==> config.mk <==
export PLATFORM = sky130hd
export DESIGN_NAME = and_gate_share_arb
export DESIGN_NICKNAME = d
export VERILOG_FILES = /design/src/rtl/and_gate_share_arb.sv
export SDC_FILE = /design/constraint.sdc
export NUM_CORES = 1
export LEC_CHECK = 0
export BUFFER_PORTS_ARGS = -buffer_cell sky130_fd_sc_hd__buf_2
export CAP_MARGIN = 20
export CORE_MARGIN = 3
export CORE_UTILIZATION = 47
export CTS_BUF_LIST = sky130_fd_sc_hd__clkbuf_4
export CTS_CLUSTER_DIAMETER = 200
export DETAILED_ROUTE_END_ITERATION = 16
export GPL_ROUTABILITY_DRIVEN = 0
export PLACE_DENSITY_LB_ADDON = 0.2
export SETUP_SLACK_MARGIN = 0.05
export SYNTH_ARGS = -nofsm -noshare
export SYNTH_HDL_FRONTEND = slang
export SYNTH_SLANG_ARGS = --single-unit
==> constraint.sdc <==
create_clock -name clk -period 1.61 [get_ports clk]
set_input_delay 0.2415 -clock clk [delete_from_list [all_inputs] [get_ports clk]]
set_output_delay 0.2415 -clock clk [all_outputs]
set_load 0.01 [all_outputs]
==> src/rtl/and_gate_share_arb.sv <==
// Round-robin arbiter sharing one registered-operand and_gate among N requesters.
// Define AND_ARB_FIXED_PRI_EN for fixed lowest-index-wins priority; IDW must equal $clog2(N).

module and_gate (
    input  logic A,
    input  logic B,
    output logic Y
);
    assign Y = A & B;
endmodule

module and_gate_share_arb #(
    parameter int N   = 4,
    parameter int IDW = 2
) (
    input  logic           clk,
    input  logic           rst,
    input  logic [N-1:0]   req,
    input  logic [N-1:0]   A_in,
    input  logic [N-1:0]   B_in,
    output logic [N-1:0]   gnt,
    output logic           Y_out,
    output logic           Y_valid,
    output logic [IDW-1:0] Y_id,
    output logic           busy
);

    typedef enum logic [1:0] {
        S_IDLE,
        S_EVAL,
        S_DONE
    } state_t;

    state_t         state_q, state_d;
    logic [N-1:0]   gnt_q, gnt_d;
    logic           a_r_q, a_r_d;
    logic           b_r_q, b_r_d;
    logic           y_out_q, y_out_d;
    logic           y_valid_q, y_valid_d;
    logic [IDW-1:0] y_id_q, y_id_d;
    logic [IDW-1:0] win_q, win_d;
    logic [IDW-1:0] pick;
    logic           gate_y;
`ifndef AND_ARB_FIXED_PRI_EN
    logic [IDW-1:0] last_q, last_d;
`endif

    and_gate u_and_gate (
        .A (a_r_q),
        .B (b_r_q),
        .Y (gate_y)
    );

`ifdef AND_ARB_FIXED_PRI_EN
    // Downward scan so the lowest asserted index is the last (winning) write.
    always_comb begin : p_pick
        pick = '0;
        for (int i = N - 1; i >= 0; i--) begin
            if (req[i]) pick = IDW'(i);
        end
    end
`else
    always_comb begin : p_pick
        logic           found;
        logic [IDW-1:0] idx;
        pick  = '0;
        found = 1'b0;
        idx   = '0;
        for (int off = 1; off <= N; off++) begin
            idx = IDW'((int'(last_q) + off) % N);
            if (!found && req[idx]) begin
                found = 1'b1;
                pick  = idx;
            end
        end
    end
`endif

    // NOTE: every next-state signal takes its hold value first, so no path leaves it unassigned (no latch).
    always_comb begin : p_next
        state_d   = state_q;
        gnt_d     = gnt_q;
        a_r_d     = a_r_q;
        b_r_d     = b_r_q;
        y_out_d   = y_out_q;
        y_valid_d = y_valid_q;
        y_id_d    = y_id_q;
        win_d     = win_q;
`ifndef AND_ARB_FIXED_PRI_EN
        last_d    = last_q;
`endif
        case (state_q)
            S_IDLE: begin
                if (|req) begin
                    a_r_d   = A_in[pick];
                    b_r_d   = B_in[pick];
                    gnt_d   = N'(1) << pick;
                    win_d   = pick;
`ifndef AND_ARB_FIXED_PRI_EN
                    last_d  = pick;
`endif
                    state_d = S_EVAL;
                end
            end
            S_EVAL: begin
                y_out_d   = gate_y;
                y_id_d    = win_q;
                y_valid_d = 1'b1;
                state_d   = S_DONE;
            end
            S_DONE: begin
                y_valid_d = 1'b0;
                gnt_d     = '0;
                state_d   = S_IDLE;
            end
            default: state_d = S_IDLE;
        endcase
    end

    // NOTE: state registers use non-blocking assignments so every flop samples pre-edge values.
    always_ff @(posedge clk) begin
        if (rst) begin
            state_q   <= S_IDLE;
            gnt_q     <= '0;
            a_r_q     <= 1'b0;
            b_r_q     <= 1'b0;
            y_out_q   <= 1'b0;
            y_valid_q <= 1'b0;
            y_id_q    <= '0;
            win_q     <= '0;
`ifndef AND_ARB_FIXED_PRI_EN
            last_q    <= IDW'(N - 1);
`endif
        end else begin
            state_q   <= state_d;
            gnt_q     <= gnt_d;
            a_r_q     <= a_r_d;
            b_r_q     <= b_r_d;
            y_out_q   <= y_out_d;
            y_valid_q <= y_valid_d;
            y_id_q    <= y_id_d;
            win_q     <= win_d;
`ifndef AND_ARB_FIXED_PRI_EN
            last_q    <= last_d;
`endif
        end
    end

    assign gnt     = gnt_q;
    assign Y_out   = y_out_q;
    assign Y_valid = y_valid_q;
    assign Y_id    = y_id_q;
    assign busy    = (state_q != S_IDLE);

endmodule

* After elaboration in Yosys (flattened, before gate mapping)
Cells that the tools add are included.
** Storage, ports and cells
- Flip-flop bits (word level) :: 16
- Output and inout bits :: 9
- Word-level logic and storage cells :: 60
- Latch bits :: 0
- Bits in read-only memories :: 0
- Memories :: 0
- Bits in writable memories :: 0
** Cells by class
- Equal/unequal tests :: 3
- Muxes and demuxes :: 24
- Bitwise logic cells :: 1
- Add/sub/neg operators :: 4
- Shift operators :: 1
- $mul :: 0
- Divide/modulo/power cells :: 0
- Reduce and logical (&&, ||, !) cells :: 13
- $lt $le $gt $ge :: 5
** Operator list (number)
- $lt 2x3->1 const B :: 5
- $bmux 1 s2 :: 6
- $mux 2 :: 5
- $mux 1 :: 9
- $pmux 4 s2 :: 1
- $reduce_bool 2->1 :: 3
- $add 2x1->2 const B :: 2
- $add 2x2->2 const B :: 2
- $mux 4 :: 1
- $pmux 2 s2 :: 1
- $reduce_and 2->1 :: 2
- $reduce_or 4->1 :: 1
- $shl 1x2->4 const A :: 1
- $logic_and 1x1->1 :: 3
- $logic_not 1->1 :: 3
- $eq 2x1->1 const B :: 1
- $eq 2x2->1 const B :: 1
- $logic_not 2->1 :: 1
- $ne 2x2->1 const B :: 1
- $pmux 1 s2 :: 1
- $and 1x1->1 :: 1

* Logic depth before layout (Yosys ltp)
- Depth in word-level cells :: 16
- Depth in mapped cells :: 6
- Mapped depth without buffers :: 6

* Cells and area by module
A second synthesis with hierarchy kept.
** Unflattened totals
- Cell total of the unflattened synthesis :: 88
- Area total of the unflattened synthesis :: 822.0 um2
** Modules (own cells, without submodules)
- and_gate_share_arb :: cells each 87, sequential area each 320.3 um2, instances 1, area an instance 815.8 um2
- and_gate :: cells each 1, sequential area each 0.0 um2, instances 1, area an instance 6.3 um2

* Worst setup path before layout
OpenSTA, ideal clock, no wires.
- Kind :: flip-flop to flip-flop
- Start point :: register last_q[1]
- End point :: register gnt_q[2] (netlist: gnt[2])
- Clock period less this slack :: 1616 ps
- Data arrival time :: 1546 ps
- Slack :: -6 ps
- Library setup time :: 70 ps
- Stages on the path, launching flop included :: 7
- Buffers on the path :: 1
- Required time :: 1540 ps
- Cell sequence :: dfxtp_1 -> mux2i_1 -> o22ai_1 -> a21o_1 -> buf_6 -> or3_2 -> a21oi_1
** Between the ends
- Longest elaborated chain between the ends :: 16
- Elaborated cells between the ends (all ways) :: 28
- Those cells by class :: add/sub: 4; shift: 1; mux: 17; reduce/logical: 6
** Ends and longest elaborated chain
- start: declaration :: line 45 : logic [IDW-1:0] last_q, last_d;
- start signal: assignment :: line 132 : last_q <= IDW'(N - 1);
- start signal: assignment :: line 144 : last_q <= last_d;
- $add 2x1->2 :: line 70 : idx = IDW'((int'(last_q) + off) % N);
- $bmux 1 s2 :: line 71 : if (!found && req[idx]) begin
- $mux 1 (not written as such) :: line 71
- $mux 1 :: line 71
- $logic_not 1->1 :: line 71
- $logic_and 1x1->1 :: line 71
- $mux 1 :: line 71
- $logic_not 1->1 :: line 71
- $logic_and 1x1->1 :: line 71
- $mux 1 :: line 71
- $logic_not 1->1 :: line 71
- $logic_and 1x1->1 :: line 71
- $mux 2 (*) :: line 71
- $shl 1x2->4 (*) :: line 97 : gnt_d = N'(1) << pick;
- $mux 4 (*) :: line 94 : if (|req) begin
- $pmux 4 s2 (*) :: line 92 : case (state_q)
- end signal: assignment :: line 136 : gnt_q <= gnt_d;
- end: declaration :: line 35 : logic [N-1:0] gnt_q, gnt_d;
Mark *: on every way between the ends. The rest lies on a longest branch, timed or not. The select of a mux whose other input is x is not followed.
A chain may end at the register's enable or synchronous reset.

* Worst setup path in the final report
- Start point :: register last_q[1]
- End point :: register gnt_q[0] (netlist: gnt[0])
Same word-level chain as after synthesis.

==> flow_summary.toml <==
[timing]
setup_viol = 2
rsz0062_at_grt = "true"
drv_slew = 0
final_min_period_over_clock_period_pct = 104
slew_headroom_pct = 69.6
post-route-min-period_ns = 1.67
worst_slack_ns = -0.0600
hold_viol_final = 0
skew_ns = 0.00506
worst_slew_pin_slew_ns = 0.451
fmax_mhz = 599

[yosys]
synthCells = 95
synthFlopType = "dfxtp_1"
yosysTopAreaCellShare_pct = 38.4
ys_ff_latch = 16
synth_area_leaders = "dfxtp_1 38%, ha_1 7.5%, a211oi_1 6.3%"
synth_area_per_cell_sq_um = 8.78
syn_area_sq_um = 835
ys_types = 29
synth_edf_count = 0
synth.net_count = 114
async_flop_share_pct = 0
synth_area_leader_cell = "dfxtp_1"
seq_area_frac_synth_pct = 38.4
synth_most_common_cell = "dfxtp_1"
synthTopCellsByCount = "16 x dfxtp_1, 10 x nand2_1, 9 x a21oi_1, 8 x nor2_1"
synth_warnings = 0

[cells_and_area]
n_antenna_cell = 0
nets = 149
areaGrowthSynthToFinish_pct = 30.4
fin_cells = 153
fin_util_pct = 68.3
drive_above_1_share_pct = 34.9

[power]
power_density_mw_per_mm2 = 933
clkPwrFrac_pct = 21.1
comb_power_share_pct = 32.1
p_leak_uw = 0.000512
p_sw_share_pct = 31.4
switching_power_uw = 319
ir_worst_vdd_v = 0.000407
internal_power_uw = 697
seqPwrFrac_pct = 46.8

[clock_network]
cts_hold_buf = 0
htree_levels = 1
cts_buffer_depth = 2
clock_sinks = 16
clock_latency_ns = 0.29
cts_tree = "yes"
cts-root-buf = "clkbuf_4"
clk_pin_slew_ns = 0.09
cts_made_buffers = 3

[route]
vias = 802
antenna_left = 0
avgRoutedWirePerCell_microns = 11.9
drtPass1Iterations = 5
via_per_inst = 5.24
drt_wl_total_microns = 1820
dr.first_iter.drc_count = 7
drc = 0

[critical_path]
r2r_cells = 5
crit_required_ns = 1.83
path_max_fanout = 7
cp_data_arrival_time_ns = 1.89
path_cells = "and2_4 -> o32a_1 -> nor2b_4 -> or4_1 -> a21oi_1"
r2r_slack_ns = -0.06
reg2reg_to = "gnt[0]"
worst_r2r_startpoint = "last_q[1]"
crit_path_start_kind = "register"
slowest_stage = "or4_1"
max_stage_delay_ns = 0.50
worstSetupPathType = "register to register"
cp-end-kind = "register"

[grt]
gr-total-overflow = 0
track_usage_pct = 17.2
grt_max_degree = 17
grt_pass1_wl_microns = 2820
antenna_found_initial = 0
grt_pass1_vias = 702

[place]
port-buffer-count = 22
dpl.hpwl_microns = 1400
dp_cells = 147

[worst_hold_path]
hp-start = "B_in[0]"
min_path_cells = 3
whs_endpoint = "b_r_q"
hold_path_class = "primary input to register"

[job]
drv_cap = 0

[run_status]
status = "finished, violations left"
violations = "negative setup slack"

[floorplanning]
io_pins = 23
core_area_sq_mm = 0.00159
die_h_microns = 48.1
start_util_pct = 52.4
num_rows = 14
die_w_microns = 48.1
die_area_sq_mm = 0.00232
[cell families (layout without fill, tap and decap cells)]
logic type                 after synthesis  after routing  share of synthesized area [%]
and+or+nand+nor                         34             34                           21.9
AOI/OAI and AO/OA                       26             26                           20.4
DFF                                     16             16                           38.4
buffers and inverters                    9             43                           5.85
adders and majority gates                5              5                           7.50
muxes                                    5              5                           6.00
[power by group through the flow]
stage | clock network (uW) | logic, uW | registers (uW)
after floorplan | 0 | 193 | 485
after global placement | 0 | 290 | 481
after detailed placement | 0 | 298 | 483
after CTS | 226 | 300 | 474
after global routing | 240 | 364 | 480
final | 215 | 326 | 475
[worst max-delay path, delay by kind of cell (launching register included)]
kind	cells	cell delay (ns)
AND/OR/NAND/NOR	3	0.77
AO/OA/AOI/OAI	2	0.44
flip-flops	1	0.38
[per-stage QoR]
stage | setup slack [ns] | area (sq um) | hold WS, ns | TNS, ns | power, uW
6_report | -0.0600 | 1090 | 0.286 | -0.100 | 1020
5_1_grt | -0.113 | 1090 | 0.307 | -0.265 | 1080
4_1_cts | -0.0323 | 1050 | 0.274 | -0.0579 | 1000
3_5_place_dp | -0.0182 | 1030 | 0.441 | -0.0296 | 782
3_3_place_gp | 0.00317 | 1030 | 0.438 | 0 | 771
2_1_floorplan | 0.0615 | 848 | 0.320 | 0 | 677
[cell usage in the layout, fill, tap and decap left out, drive strengths merged, types with 2 or more instances in the layout]
cell,instances
buf,32
dfxtp,16
nand2,10
a21oi,9
nor2,8
inv,7
a211oi,7
mux2i,5
ha,5
nand3,3
o21bai,3
clkbuf,3
o21ai,3
nand2b,2
[layer usage]
| metal | vias to the layer above | GRT usage (%) | share of wire (%) | routed length (microns) |
|---|---|---|---|---|
| li1 | 406 | - | - | - |
| met1 | 374 | 20.5 | 45 | 825 |
| met2 | 20 | 30.2 | 49 | 900 |
| met3 | 2 | 3.32 | 3.7 | 67 |
| met4 | 0 | 6.45 | 1.6 | 29 |
| met5 | - | 0 | 0 | 0 |
[registers in the layout, summed over array words and instances (netlist names)]
signal,cells
Y_id,2
last_q,2
Y_out,1
win_q,2
state_q,2
gnt,4
b_r_q,1
Y_valid,1
a_r_q,1
[area by class of cell]
| cell class | count | area [sq um] |
|---|---|---|
| fillers | 139 | 505 |
| well taps | 24 | 30.0 |
| repair buffers | 32 | 189 |
| clock inverters | 1 | 3.75 |
| multi-input cells | 70 | 493 |
| inverters | 7 | 26.3 |
| flip-flops and latches | 16 | 324 |
| clock buffers | 3 | 22.5 |
[timing repair]
action	CTS	global route
setup buffers	0	2
setup endpoints to repair	3	7
hold endpoints to repair	0	0
pin swaps	0	3
resized for setup	0	7
[how the worst max path moves through the flow]
stage,start,end,slack [ns],depth (start not counted)
6_report,last_q[1],gnt[0],-0.06,5
5_1_grt,last_q[1],gnt[0],-0.11,5
4_1_cts,last_q[1],gnt[1],-0.03,5
3_5_place_dp,req[3],gnt[1],-0.02,6
3_3_place_gp,req[1],gnt[2],0.003,6
2_1_floorplan,last_q[1],gnt[2],0.06,6
No activity file was read; power rests on OpenSTA's default activity.
